$ cat src/rtl/scale_apply.sv
// Post-scaler: res = sat((acc * scale) >>> FRA_BW) over a two-stage valid/ready pipeline.
// Optional SCALE_APPLY_ROUND_EN adds round-half-up before the shift; gemm beats pass acc through.
module scale_apply #(
  parameter int unsigned INT_BW = 5,
  parameter int unsigned FRA_BW = 10,
  parameter int unsigned MUL_BW = 1 + INT_BW + FRA_BW
) (
  input  logic              clk,
  input  logic              rst_n,
  input  logic [1:0]        gemm_uno,
  input  logic [MUL_BW-1:0] acc_i,
  input  logic [MUL_BW-1:0] scale_i,
  input  logic              in_valid_i,
  output logic              in_ready_o,
  output logic [MUL_BW-1:0] res_o,
  output logic              sat_o,
  output logic              out_valid_o,
  input  logic              out_ready_i
);

  localparam int unsigned PROD_BW = 2 * MUL_BW;
  localparam int unsigned EXT_BW  = PROD_BW + 1;

  // Clamp limits sign-extended to the shifted-product width.
  localparam logic signed [EXT_BW-1:0] QMAX =
    $signed({{(EXT_BW - MUL_BW + 1){1'b0}}, {(MUL_BW - 1){1'b1}}});
  localparam logic signed [EXT_BW-1:0] QMIN =
    $signed({{(EXT_BW - MUL_BW + 1){1'b1}}, {(MUL_BW - 1){1'b0}}});
  localparam logic [MUL_BW-1:0] RES_MAX = {1'b0, {(MUL_BW - 1){1'b1}}};
  localparam logic [MUL_BW-1:0] RES_MIN = {1'b1, {(MUL_BW - 1){1'b0}}};

  typedef enum logic [1:0] {
    OpGemm = 2'b00,
    OpDiv  = 2'b01,
    OpExp  = 2'b10,
    OpLog  = 2'b11
  } op_e;

  logic adv1, adv2;

  // Stage 1 state
  logic                      v1_q;
  op_e                       op1_q;
  logic signed [PROD_BW-1:0] prod1_q;
  logic signed [PROD_BW-1:0] prod_d;

  // Stage 2 next-state
  logic signed [EXT_BW-1:0] pre_shift;
  logic signed [EXT_BW-1:0] q;
  logic [MUL_BW-1:0]        res_d;
  logic                     sat_d;

  assign adv2       = ~out_valid_o | out_ready_i;
  assign adv1       = ~v1_q | adv2;
  assign in_ready_o = adv1;

  // Gemm beats carry acc sign-extended in the product slot so stage 2 can pass it through.
  always_comb begin
    prod_d = $signed(acc_i) * $signed(scale_i);
    if (op_e'(gemm_uno) == OpGemm) begin
      prod_d = {{(PROD_BW - MUL_BW){acc_i[MUL_BW-1]}}, acc_i};
    end
  end

  always_ff @(posedge clk or negedge rst_n) begin
    if (!rst_n) begin
      v1_q    <= 1'b0;
      op1_q   <= OpGemm;
      prod1_q <= '0;
    end else if (adv1) begin
      v1_q <= in_valid_i;
      if (in_valid_i) begin
        op1_q   <= op_e'(gemm_uno);
        prod1_q <= prod_d;
      end
    end
  end

  always_comb begin
`ifdef SCALE_APPLY_ROUND_EN
    pre_shift = $signed({prod1_q[PROD_BW-1], prod1_q})
              + $signed(EXT_BW'(2 ** (FRA_BW - 1)));
`else
    pre_shift = $signed({prod1_q[PROD_BW-1], prod1_q});
`endif
    q = pre_shift >>> FRA_BW;

    res_d = q[MUL_BW-1:0];
    sat_d = 1'b0;
    if (op1_q == OpGemm) begin
      res_d = prod1_q[MUL_BW-1:0];
    end else if (q > QMAX) begin
      res_d = RES_MAX;
      sat_d = 1'b1;
    end else if (q < QMIN) begin
      res_d = RES_MIN;
      sat_d = 1'b1;
    end
  end

  always_ff @(posedge clk or negedge rst_n) begin
    if (!rst_n) begin
      out_valid_o <= 1'b0;
      res_o       <= '0;
      sat_o       <= 1'b0;
    end else if (adv2) begin
      out_valid_o <= v1_q;
      if (v1_q) begin
        res_o <= res_d;
        sat_o <= sat_d;
      end
    end
  end

endmodule

$ cat config.mk
export PLATFORM = sky130hd
export DESIGN_NAME = scale_apply
export DESIGN_NICKNAME = d
export VERILOG_FILES = /design/src/rtl/scale_apply.sv
export SDC_FILE = /design/constraint.sdc
export NUM_CORES = 1
export LEC_CHECK = 0
export BUFFER_PORTS_ARGS = -buffer_cell sky130_fd_sc_hd__buf_2
export CORE_MARGIN = 10
export CORE_UTILIZATION = 45
export DETAILED_ROUTE_END_ITERATION = 16
export GPL_TIMING_DRIVEN = 0
export SETUP_SLACK_MARGIN = 0.3
export SYNTH_ARGS = -nofsm -noshare
export SYNTH_HDL_FRONTEND = slang
export SYNTH_SLANG_ARGS = --single-unit
$ cat constraint.sdc
create_clock -name clk -period 1.6 [get_ports clk]
set_clock_uncertainty 0.2 [all_clocks]
set_input_delay 0.08 -clock clk [delete_from_list [all_inputs] [get_ports clk]]
set_output_delay 0.08 -clock clk [all_outputs]
set_load 0.01 [all_outputs]
==> summary.txt <==
Worst hold path
  • HP Class: in -> async

GRT
  • First-pass GRT wire length: 56400 microns
  • GRT overflow: 0
  • Vias in the first global route: 10500
  • Initial antenna violation count: 2
  • GRT Util Overall: 21.4%
  • Pin count of the biggest net entering global routing: 54

Die
  • Chip height: 184 microns
  • Core area: 0.0268 sq mm
  • Die Wd: 184 microns
  • Initial core utilization: 45.4%
  • Rows: 60
  • I/O Pins: 57
  • Die Area: 0.0340 sq mm

Synthesis
  • Synth area leaders: fa_1 (43%), dfrtp_1 (11%), inv_1 (9.0%), ha_1 (8.4%), and2_1 (6.5%)
  • Syn Area/Cell: 9.04 sq um
  • Netlist cell types: 47
  • Yosys top cell by area: fa_1
  • Seq/Total Area, Yosys: 10.9%
  • Yosys top cell area share: 43.1%
  • Synth warn: 0
  • Synthesized flop and latch total: 53
  • Synth Instances: 1345
  • Syn Std Cell Area: 0.0122 sq mm
  • Syn nets: 1727

Routing
  • Vias per Instance: 5.20
  • Vias post-DR: 9582
  • # DRC: 0
  • DRT iter0 DRCs: 677
  • TritonRoute pass-1 iters: 5
  • Routed WL per cell: 19.3 microns
  • Routed wire length: 35500 microns
  • Remaining antenna violation count: 0

Critical path
  • Critical Path RT: 1580 ps
  • Critical path arrival: 5940 ps
  • Buf/Inv on CP: 5
  • Cell family with most CP delay: adder cells
  • Cell mode on critical path: fa_2
  • Setup CP Type: in -> reg
  • Crit-path slowest cell: fa_2
  • CP cell instances: buf_6 -> clkbuf_16 -> clkbuf_4 -> and2_1 -> fa_1 -> fa_2 -> fa_2 -> fa_2 -> fa_1 -> inv_1 -> fa_2 -> inv_1 -> ha_4 -> a21o_4 -> a21oi_2 -> o211ai_1 -> or3_4 -> o211ai_2 -> o21ai_2 -> o31ai_4 -> xnor2_2 -> a221o_1
  • CP Capture Type: register
  • Startpoint types: primary input
  • Worst Path Max Fanout: 8
  • Critical Path Max Stage Delay: 560 ps

Clocking
  • CTS tree: done
  • Worst-case clock buffer depth: 2
  • Reg clk slew, reported paths: 70 ps
  • CTS H-Tree Depth: 2
  • Clock root buffer: clkbuf_16
  • Clock Latency Late Sink: 290 ps
  • CTS Buf Count: 5
  • CTS sink cnt: 53

Cells and area
  • Commonest non-fill, non-tap cell in the layout: inv_1
  • Nets: 1882
  • Layout cells sized above 1: 26.8%
  • Most frequent cells in the layout: inv_1 (275), fa_1 (234), nand2_1 (162)
  • Sequential cell area: 0.00133 sq mm
  • Multi-input gate area: 0.0108 sq mm
  • Fill cells: 2268
  • Area Growth Syn to Fin: 31.0%

STA
  • Hold WS: -185 ps
  • Final Hold Fails: 57
  • Worst Setup Slack, final: -4360 ps
  • Min Tclk post-route: 5960 ps
  • Setup violators final: 45
  • RSZ-0062 raised after global routing: yes
  • Maximum clock rate: 168 MHz
  • Worst-Margin Slew: 1200 ps
  • Final Cycle Share: 372%
  • Worst slew margin: 20.3%
  • Slew Limit Fails: 0

Status
  • Violated checks: negative hold slack, negative setup slack
  • Status: finished, violations left

Placement
  • HPWL Detailed: 27500 microns
  • GPL Wtd Cong: 0.882
  • Port Buf Inserts: 56

Flow run
  • Max_cap viols: 0
## final cells by class
| cell class | instances | area share [%] |
|---|---|---|
| Inverter | 290 | 6.88 |
| Multi-Input combinational cell | 948 | 67.6 |
| Antenna cell | 1 | 0.0157 |
| Clock buffer | 5 | 0.785 |
| Timing Repair Buffer | 148 | 8.35 |
| Sequential cell | 53 | 8.32 |
| Clock inverter | 3 | 0.110 |
| Buffer | 54 | 5.23 |
| Tap cell | 341 | 2.68 |
## worst reg2reg max path, stage by stage, from the launching register on
cell and delay (ps):
dfrtp_1 400, nor4_2 300, a21oi_2 140, clkbuf_8 180, o21ai_2 120, nor2_1 50, a21oi_1 140, o21ai_1 70
## synthesized netlist by cell type (all sizes together)
library cell	n
o22ai	1
nor2	50
nand3b	1
a41oi	1
o21bai	1
a211oi	6
ha	82
nand4	4
nand2b	10
clkbuf	49
inv	290
mux2	2
nand3	3
nor4	2
mux2i	6
nand2	181
a211o	1
xor2	14
dfrtp	53
o41ai	2
a221o	4
o21a	2
nor3	6
nor2b	2
o2111ai	1
xnor2	21
a31o	1
buf	5
o31ai	3
or2	1
a2111oi	2
o211a	1
fa	262
or3	3
o32a	1
a21o	8
o21ai	77
a21oi	55
o211ai	4
and2	126
and3	1
## path summary, 6_finish.rpt
check / slack [ps] / cells after the start / endpoint / from
max: -4360 / 22 / prod1_q[31]$_DFFE_PN0P_ / acc_i[14]
min: -190 / 1 / res_o[10]$_DFFE_PN0P_ / rst_n
max reg2reg: -120 / 7 / res_o[6]$_DFFE_PN0P_ / prod1_q[26]$_DFFE_PN0P_
min reg2reg: 280 / 2 / res_o[1]$_DFFE_PN0P_ / res_o[1]$_DFFE_PN0P_
max in group asynchronous: 640 / 1 / res_o[7]$_DFFE_PN0P_ / rst_n
min in group clk: -110 / 3 / out_valid_o$_DFFE_PN0P_ / out_ready_i
## timing repair
item,CTS,global route
endpoints found under the setup margin,51,52
hold buffers,11,4
gates resized for setup,226,140
cloned,1,1
buffers inserted,45,30
pin swaps,87,86
endpoints found under the hold margin,65,59
## registers in the layout (all words and copies together), names as in the netlist
| name | cells |
|---|---|
| out_valid_o | 1 |
| sat_o | 1 |
| op1_q | 2 |
| prod1_q | 32 |
| res_o | 16 |
| v1_q | 1 |
## through the flow
step | cell area, sq um | std cells | TNS (ps) | worst slack, ps | util, %
floorplan | 12800 | 1345 | -92880 | -4210 | -
global placement | 13600 | 1742 | -116940 | -5230 | 50.6
detailed placement | 13600 | 1742 | -117600 | -5220 | 50.6
CTS | 15100 | 1807 | -99350 | -4530 | 56.4
global route | 15900 | 1843 | -107020 | -4550 | 59.5
finish | 15900 | 1843 | -100550 | -4360 | 59.5
## layer usage
| layer | up-vias | GRT usage [%] | wire (microns) |
|---|---|---|---|
| met5 | - | 0 | 0 |
| met4 | 0 | 4.69 | 873 |
| met3 | 56 | 3.54 | 2270 |
| met2 | 238 | 37.0 | 17900 |
| met1 | 4930 | 27.4 | 14500 |
| li1 | 4358 | - | - |
## cells by family (layout without fill, tap and decap cells)
| kind of cell | after synthesis | in the layout | synth area share (%) |
|---|---|---|---|
| mux | 8 | 8 | 0.679 |
| buf+inv | 344 | 500 | 10.6 |
| simple gates | 390 | 390 | 15.3 |
| compound gates | 171 | 171 | 8.44 |
| other cells | 0 | 1 | 0 |
| xor+xnor | 35 | 35 | 2.52 |
| fa+ha+maj | 344 | 344 | 51.6 |
| flops | 53 | 53 | 10.9 |
Power is left out: the tool's default activity adds up to more than one toggle a clock period on the data nets, which glitch-free logic cannot reach.
